**config.mk**
```make
export PLATFORM = sky130hd
export DESIGN_NAME = branch_redirect_ctrl_flat
export DESIGN_NICKNAME = d
export VERILOG_FILES = /design/src/rtl/branch_redirect_ctrl_if.sv /design/src/rtl/branch_redirect_ctrl.sv /design/src/flat_wrapper.sv
export SDC_FILE = /design/constraint.sdc
export NUM_CORES = 1
export LEC_CHECK = 0
export ABC_AREA = 1
export CAP_MARGIN = 20
export CORE_MARGIN = 1.5
export CORE_UTILIZATION = 47
export DETAILED_ROUTE_END_ITERATION = 10
export PLACE_DENSITY = 0.82
export SYNTH_ARGS = -nofsm -noshare
export SYNTH_HDL_FRONTEND = slang
export SYNTH_SLANG_ARGS = --single-unit
```
**constraint.sdc**
```tcl
create_clock -name clk -period 1.9 [get_ports clk]
set_input_delay 0.38 -clock clk [delete_from_list [all_inputs] [get_ports clk]]
set_output_delay 0.38 -clock clk [all_outputs]
set_load 0.03 [all_outputs]
```
**src/rtl/branch_redirect_ctrl_if.sv**
```systemverilog
// ----------------------------------------------------------------------------
// branch_redirect_ctrl_if
//
// Purpose:
//   Bundles the two handshakes around the branch redirect controller:
//     - the EX-stage side, which presents a resolved branch/jump result and
//       is stalled through ex_ready_o;
//     - the fetch side, which receives the PC redirect as a valid/ready pair.
//
// Signals:
//   ex_valid_i      EX holds a valid branch/jump-unit result this cycle
//   ex_jump_en_i    branch/jump taken
//   ex_jump_addr_i  taken target (64 bit)
//   ex_ready_o      EX may retire its op; low stalls EX
//   redir_valid_o   PC redirect request to fetch
//   redir_addr_o    redirect target (64 bit)
//   redir_ready_i   fetch accepts the redirect this cycle
//
// Modports:
//   master  the pipeline/fetch environment: drives the *_i signals
//   slave   the redirect controller: drives the *_o signals
// ----------------------------------------------------------------------------
interface branch_redirect_ctrl_if;

    logic        ex_valid_i;
    logic        ex_jump_en_i;
    logic [63:0] ex_jump_addr_i;
    logic        ex_ready_o;

    logic        redir_valid_o;
    logic [63:0] redir_addr_o;
    logic        redir_ready_i;

    modport master (
        output ex_valid_i,
        output ex_jump_en_i,
        output ex_jump_addr_i,
        input  ex_ready_o,
        input  redir_valid_o,
        input  redir_addr_o,
        output redir_ready_i
    );

    modport slave (
        input  ex_valid_i,
        input  ex_jump_en_i,
        input  ex_jump_addr_i,
        output ex_ready_o,
        output redir_valid_o,
        output redir_addr_o,
        input  redir_ready_i
    );

endinterface

```
**src/rtl/branch_redirect_ctrl.sv**
```systemverilog
// ----------------------------------------------------------------------------
// branch_redirect_ctrl
//
// Purpose:
//   Turns a taken branch/jump resolved in EX into a PC redirect towards fetch.
//   On a taken, 4-byte aligned target the younger IF/ID and ID/EX contents are
//   killed in the same cycle, the target is latched, and a redirect request is
//   held towards fetch until accepted. While the redirect is outstanding EX is
//   stalled and the wrong-path kill is kept asserted. A taken but misaligned
//   target raises a one-cycle misalign pulse instead and records the address.
//   Completed redirects are counted with a saturating counter.
//
// Parameters:
//   CNT_W            width of the redirect statistics counter
//
// Ports:
//   clk              single clock, rising-edge
//   rst_n            asynchronous, active-low reset
//   bus              slave side of branch_redirect_ctrl_if (EX + fetch handshakes)
//   flush_if_id_o    kill the IF/ID register contents
//   flush_id_ex_o    kill the ID/EX register contents
//   misalign_o       one-cycle pulse: taken target not 4-byte aligned
//   misalign_addr_o  last offending target, held until the next misalignment
//   redir_cnt_o      number of completed redirects (saturating)
//
// States:
//   state | meaning
//   ------+---------------------------------------------------------------
//   IDLE  | no redirect outstanding; EX may retire, captures allowed
//   REQ   | redirect presented to fetch; EX stalled, wrong path flushed
// ----------------------------------------------------------------------------
module branch_redirect_ctrl #(
    parameter int CNT_W = 32
) (
    input  logic                     clk,
    input  logic                     rst_n,
    branch_redirect_ctrl_if.slave    bus,
    output logic                     flush_if_id_o,
    output logic                     flush_id_ex_o,
    output logic                     misalign_o,
    output logic [63:0]              misalign_addr_o,
    output logic [CNT_W-1:0]         redir_cnt_o
);

    typedef enum logic {
        IDLE = 1'b0,
        REQ  = 1'b1
    } state_t;

    state_t             state_q;
    state_t             state_d;

    logic [63:0]        target_q;
    logic [CNT_W-1:0]   cnt_q;
    logic               misalign_q;
    logic [63:0]        misalign_addr_q;

    logic               taken;
    logic               aligned;
    logic               capture;
    logic               misalign_evt;
    logic               handshake;

    logic               ex_ready;
    logic               redir_valid;
    logic [63:0]        redir_addr;
    logic               flush;

    // ------------------------------------------------------------------------
    // Event decode. Only IDLE looks at EX; in REQ the stall (ex_ready_o=0)
    // keeps EX frozen, so its inputs carry no new information.
    // ------------------------------------------------------------------------
    assign taken        = bus.ex_valid_i && bus.ex_jump_en_i;
    assign aligned      = (bus.ex_jump_addr_i[1:0] == 2'b00);
    assign capture      = (state_q == IDLE) && taken && aligned;
    assign misalign_evt = (state_q == IDLE) && taken && !aligned;

    // redir_ready_i only matters while a request is actually presented.
    assign handshake    = (state_q == REQ) && bus.redir_ready_i;

    // ------------------------------------------------------------------------
    // FSM state register
    // ------------------------------------------------------------------------
    always_ff @(posedge clk or negedge rst_n) begin
        if (!rst_n) begin
            state_q <= IDLE;
        end else begin
            state_q <= state_d;
        end
    end

    // ------------------------------------------------------------------------
    // FSM next state and outputs
    // ------------------------------------------------------------------------
    always_comb begin
        state_d     = state_q;
        ex_ready    = 1'b1;
        redir_valid = 1'b0;
        redir_addr  = 64'd0;
        flush       = 1'b0;

        case (state_q)
            IDLE: begin
                // Kill the wrong path in the capture cycle itself so the
                // younger ops never advance behind the taken branch.
                if (capture) begin
                    flush   = 1'b1;
                    state_d = REQ;
                end
            end

            REQ: begin
                ex_ready    = 1'b0;
                redir_valid = 1'b1;
                redir_addr  = target_q;
                // Fetch keeps delivering wrong-path words until it turns,
                // so the kill is held for the whole request.
                flush       = 1'b1;
                if (bus.redir_ready_i) begin
                    state_d = IDLE;
                end
            end

            default: begin
                state_d = IDLE;
            end
        endcase
    end

    // ------------------------------------------------------------------------
    // Redirect target. Only written on capture, so the address presented to
    // fetch is stable for the whole REQ period regardless of EX activity.
    // ------------------------------------------------------------------------
    always_ff @(posedge clk or negedge rst_n) begin
        if (!rst_n) begin
            target_q <= 64'd0;
        end else if (capture) begin
            target_q <= bus.ex_jump_addr_i;
        end
    end

    // ------------------------------------------------------------------------
    // Saturating redirect counter. A reset during REQ drops the request
    // before any handshake, so an abandoned redirect is never counted.
    // ------------------------------------------------------------------------
    always_ff @(posedge clk or negedge rst_n) begin
        if (!rst_n) begin
            cnt_q <= '0;
        end else if (handshake && (cnt_q != {CNT_W{1'b1}})) begin
            cnt_q <= cnt_q + CNT_W'(1);
        end
    end

    // ------------------------------------------------------------------------
    // Misalignment report: registered pulse one cycle after the event, with
    // the offending address latched on the same edge and held afterwards.
    // ------------------------------------------------------------------------
    always_ff @(posedge clk or negedge rst_n) begin
        if (!rst_n) begin
            misalign_q      <= 1'b0;
            misalign_addr_q <= 64'd0;
        end else begin
            misalign_q <= misalign_evt;
            if (misalign_evt) begin
                misalign_addr_q <= bus.ex_jump_addr_i;
            end
        end
    end

    // ------------------------------------------------------------------------
    // Output mapping
    // ------------------------------------------------------------------------
    assign bus.ex_ready_o    = ex_ready;
    assign bus.redir_valid_o = redir_valid;
    assign bus.redir_addr_o  = redir_addr;

    assign flush_if_id_o     = flush;
    assign flush_id_ex_o     = flush;
    assign misalign_o        = misalign_q;
    assign misalign_addr_o   = misalign_addr_q;
    assign redir_cnt_o       = cnt_q;

endmodule

```
**src/flat_wrapper.sv**
```systemverilog
// flat-port wrapper written by rule: the top's interface ports become plain ports
module branch_redirect_ctrl_flat 
#(
    parameter int CNT_W = 32
)
  (clk, rst_n, flush_if_id_o, flush_id_ex_o, misalign_o, misalign_addr_o, redir_cnt_o, bus_ex_valid_i, bus_ex_jump_en_i, bus_ex_jump_addr_i, bus_ex_ready_o, bus_redir_valid_o, bus_redir_addr_o, bus_redir_ready_i);
  branch_redirect_ctrl_if bus_i ();
  input  logic clk;
  input  logic rst_n;
  output logic flush_if_id_o;
  output logic flush_id_ex_o;
  output logic misalign_o;
  output logic [63:0] misalign_addr_o;
  output logic [CNT_W-1:0] redir_cnt_o;
  input wire logic [$bits(bus_i.ex_valid_i)-1:0] bus_ex_valid_i;
  input wire logic [$bits(bus_i.ex_jump_en_i)-1:0] bus_ex_jump_en_i;
  input wire logic [$bits(bus_i.ex_jump_addr_i)-1:0] bus_ex_jump_addr_i;
  output wire logic [$bits(bus_i.ex_ready_o)-1:0] bus_ex_ready_o;
  output wire logic [$bits(bus_i.redir_valid_o)-1:0] bus_redir_valid_o;
  output wire logic [$bits(bus_i.redir_addr_o)-1:0] bus_redir_addr_o;
  input wire logic [$bits(bus_i.redir_ready_i)-1:0] bus_redir_ready_i;
  assign bus_i.ex_valid_i = bus_ex_valid_i;
  assign bus_i.ex_jump_en_i = bus_ex_jump_en_i;
  assign bus_i.ex_jump_addr_i = bus_ex_jump_addr_i;
  assign bus_ex_ready_o = bus_i.ex_ready_o;
  assign bus_redir_valid_o = bus_i.redir_valid_o;
  assign bus_redir_addr_o = bus_i.redir_addr_o;
  assign bus_i.redir_ready_i = bus_redir_ready_i;
  branch_redirect_ctrl #(.CNT_W(CNT_W)) u_core (.clk(clk), .rst_n(rst_n), .bus(bus_i), .flush_if_id_o(flush_if_id_o), .flush_id_ex_o(flush_id_ex_o), .misalign_o(misalign_o), .misalign_addr_o(misalign_addr_o), .redir_cnt_o(redir_cnt_o));
endmodule
```
==> flow_metrics.env <==
export IMPL_status="completed"
export IMPL_netlist_cell_type_count=26
export IMPL_p_leak_uw=0.00613
export IMPL_pin_count=234
export IMPL_antenna_found_initial=1
export IMPL_ir_drop_mv=0.638
export IMPL_n_fill_cell=1233
export IMPL_num_vias=6962
export IMPL_tightest_slew_ns=0.425
export IMPL_syn_area_per_cell_um2=7.76
export IMPL_setup_worst_path_class="reg -> out"
export IMPL_die_h_um=129
export IMPL_min_period_ns=1.87
export IMPL_hold_viol=0
export IMPL_drt_iter0_drc=380
export IMPL_numPortBuffers=233
export IMPL_grt_pass1_wl_um=33100
export IMPL_antenna_cells=0
export IMPL_postRouteAntennaNets=0
export IMPL_final_core_util_pct=69.8
export IMPL_swShare_pct=32.2
export IMPL_syn_nets=1028
export IMPL_die_area_um2=16600
export IMPL_timing_hold_ws_ns=0.430
export IMPL_hpwl_um=14800
export IMPL_grt_overflow_total=0
export IMPL_numClockSinks=162
export IMPL_worst_setup_path_end_kind="output port"
export IMPL_yosysTopAreaCell="dfrtp_1"
export IMPL_critical_path_required_ns=1.52
export IMPL_grt_pass1_vias=6722
export IMPL_drv_slew=0
export IMPL_ys_seq_elements=162
export IMPL_setup_slack_ns=0.0332
export IMPL_power_density_nw_per_um2=942
export IMPL_final_common_cell="nand2_1"
export IMPL_drt_total_wl_um=21200
export IMPL_die_w_um=129
export IMPL_skew_ns=0.0105
export IMPL_p_switching_uw=3240
export IMPL_crit_arrival_ns=1.49
export IMPL_pwr_share_seq_pct=43.4
export IMPL_setup_viol=0
export IMPL_yosys_warnings=0
export IMPL_final_setup_tns_ns=0
export IMPL_core_area_um2=15300
export IMPL_drv_cap=0
export IMPL_initial_core_util_pct=48.6
export IMPL_vias_per_cell=4.89
export IMPL_fmax_mhz=536
export IMPL_nets=1269
export IMPL_relSlewSlack_pct=71.7
export IMPL_place_ws_ns=-0.0213
export IMPL_grt_start_max_net_pins=83
export IMPL_gp_congestion=0.924
export IMPL_synth_seq_area_share_pct=54.5
export IMPL_yosysTopAreaCellShare_pct=54.5
export IMPL_cp_start_kind="flop"
export IMPL_synthesis_area_um2=7440
export IMPL_std_cell_rows=45
export IMPL_combPwrFrac_pct=23.7
export IMPL_critPathMaxFanout=12
export IMPL_cts_root_buf="clkbuf_16"
export IMPL_first_pass_iters=6
export IMPL_p_int_uw=6830
export IMPL_period_share_pct=98.3
export IMPL_synth_area_top_cells="dfrtp_1, nand2_1, o21ai_0"
export IMPL_worstSkewPairLatency_ns=0.43
export IMPL_drc=0
export IMPL_cts_clk_slew_worst_paths_ns=0.06
export IMPL_p_clk_share_pct=33.0
export IMPL_drive_gt1_share_pct=12.5
export IMPL_min_path_type="in -> async"
export IMPL_clk_path_buf_depth=2
export IMPL_layout_common_cells="nand2_1, dfrtp_1, inv_1"
export IMPL_cts_buffers=17
export IMPL_htree_levels=4
export IMPL_postSynthCellCount=958
export IMPL_grt_setup_unrepaired="true"
export IMPL_cts_tree="built"
export IMPL_detail_route_wl_per_cell_um=14.9
export IMPL_syn2layout_area_growth_pct=43.7
export IMPL_grt_total_usage_pct=25.8
export IMPL_fin_total_pwr_uw=10100
==> logic make-up (layout without fill, tap and decap cells) <==
| logic type | after synthesis | after routing | share of synthesized area (%) |
|---|---|---|---|
| simple gates | 455 | 455 | 24.6 |
| buf+inv | 198 | 452 | 10.6 |
| flops | 162 | 162 | 54.5 |
| compound gates | 129 | 129 | 8.68 |
| xor+xnor | 13 | 13 | 1.53 |
| fa+ha+maj | 1 | 1 | 0.168 |
==> area by class of cell <==
type | instances | area [µm²] | area share, %
tap | 211 | 264 | 2.47
sequential | 162 | 4060 | 37.9
multi-input combinational | 598 | 2630 | 24.6
clock buffer | 19 | 443 | 4.14
timing repair buffer | 262 | 2570 | 24.0
clock inverter | 13 | 128 | 1.19
inverter | 158 | 598 | 5.59
==> final timing paths <==
path	from	to	slack, ns	cells past startpoint
hold / removal	rst_n	u_core.misalign_addr_o[9]	0.43	2
hold reg to reg	u_core.misalign_addr_o[63]	u_core.misalign_addr_o[63]	0.48	2
setup / recovery	u_core.state_q	bus_redir_addr_o[53]	0.03	5
min in group clk	u_core.misalign_addr_o[63]	u_core.misalign_addr_o[63]	0.48	2
setup reg to reg	u_core.redir_cnt_o[0]	u_core.redir_cnt_o[27]	0.14	10
max in group asynchronous	rst_n	u_core.misalign_addr_o[5]	0.78	3
==> flip-flops by register name (all words and copies together) (netlist names) <==
| signal | cells |
|---|---|
| u_core.misalign_o | 1 |
| u_core.target_q | 64 |
| u_core.misalign_addr_o | 64 |
| u_core.state_q | 1 |
| u_core.redir_cnt_o | 32 |
==> power groups by stage <==
stage / clock, µW / combinational, µW / sequential, µW
after CTS: 3360 / 2370 / 4360
after global placement: 0 / 2330 / 4400
after detailed placement: 0 / 2390 / 4400
final: 3320 / 2380 / 4370
after floorplan: 0 / 711 / 4910
after global routing: 3520 / 2580 / 4440
==> per-stage QoR <==
stage	instances	cell area, µm²
6_report	1423	10700
5_1_grt	1423	10700
4_1_cts	1418	10500
3_5_place_dp	1382	9960
3_3_place_gp	1382	9960
2_1_floorplan	958	7450
==> synth_stat cells, drive strengths merged <==
library cell	number
clkbuf	23
nand3b	9
buf	17
xor2	7
nand4	1
a21oi	1
o21ai	128
dfrtp	162
inv	158
nor3	1
nand3	8
nand2	385
ha	1
xnor2	6
and2	1
nor2	50
==> repair_timing <==
| item | CTS | global route |
|---|---|---|
| hold buffers | 1 | 0 |
| setup endpoints to repair | 40 | 65 |
| pin swaps | 1 | 1 |
| endpoints found under the hold margin | 36 | 0 |
| cloned | 0 | 3 |
| resized for setup | 45 | 25 |
| buffers inserted | 3 | 2 |
==> layer usage <==
metal,vias to the layer above,global-route usage [%],routed length [µm]
met3,47,9.23,1940
met4,0,10.8,654
met2,277,42.8,10500
met1,3291,30.5,8100
li1,3347,-,-
met5,-,0,0
==> worst max-delay path, cell delays in order (launching register included) <==
cell       delay [ns]
dfrtp_2          0.44
buf_6            0.16
clkbuf_16        0.18
nand2_1          0.07
inv_1            0.04
buf_4            0.16
Note: power is estimated with default switching activity, not from simulation.
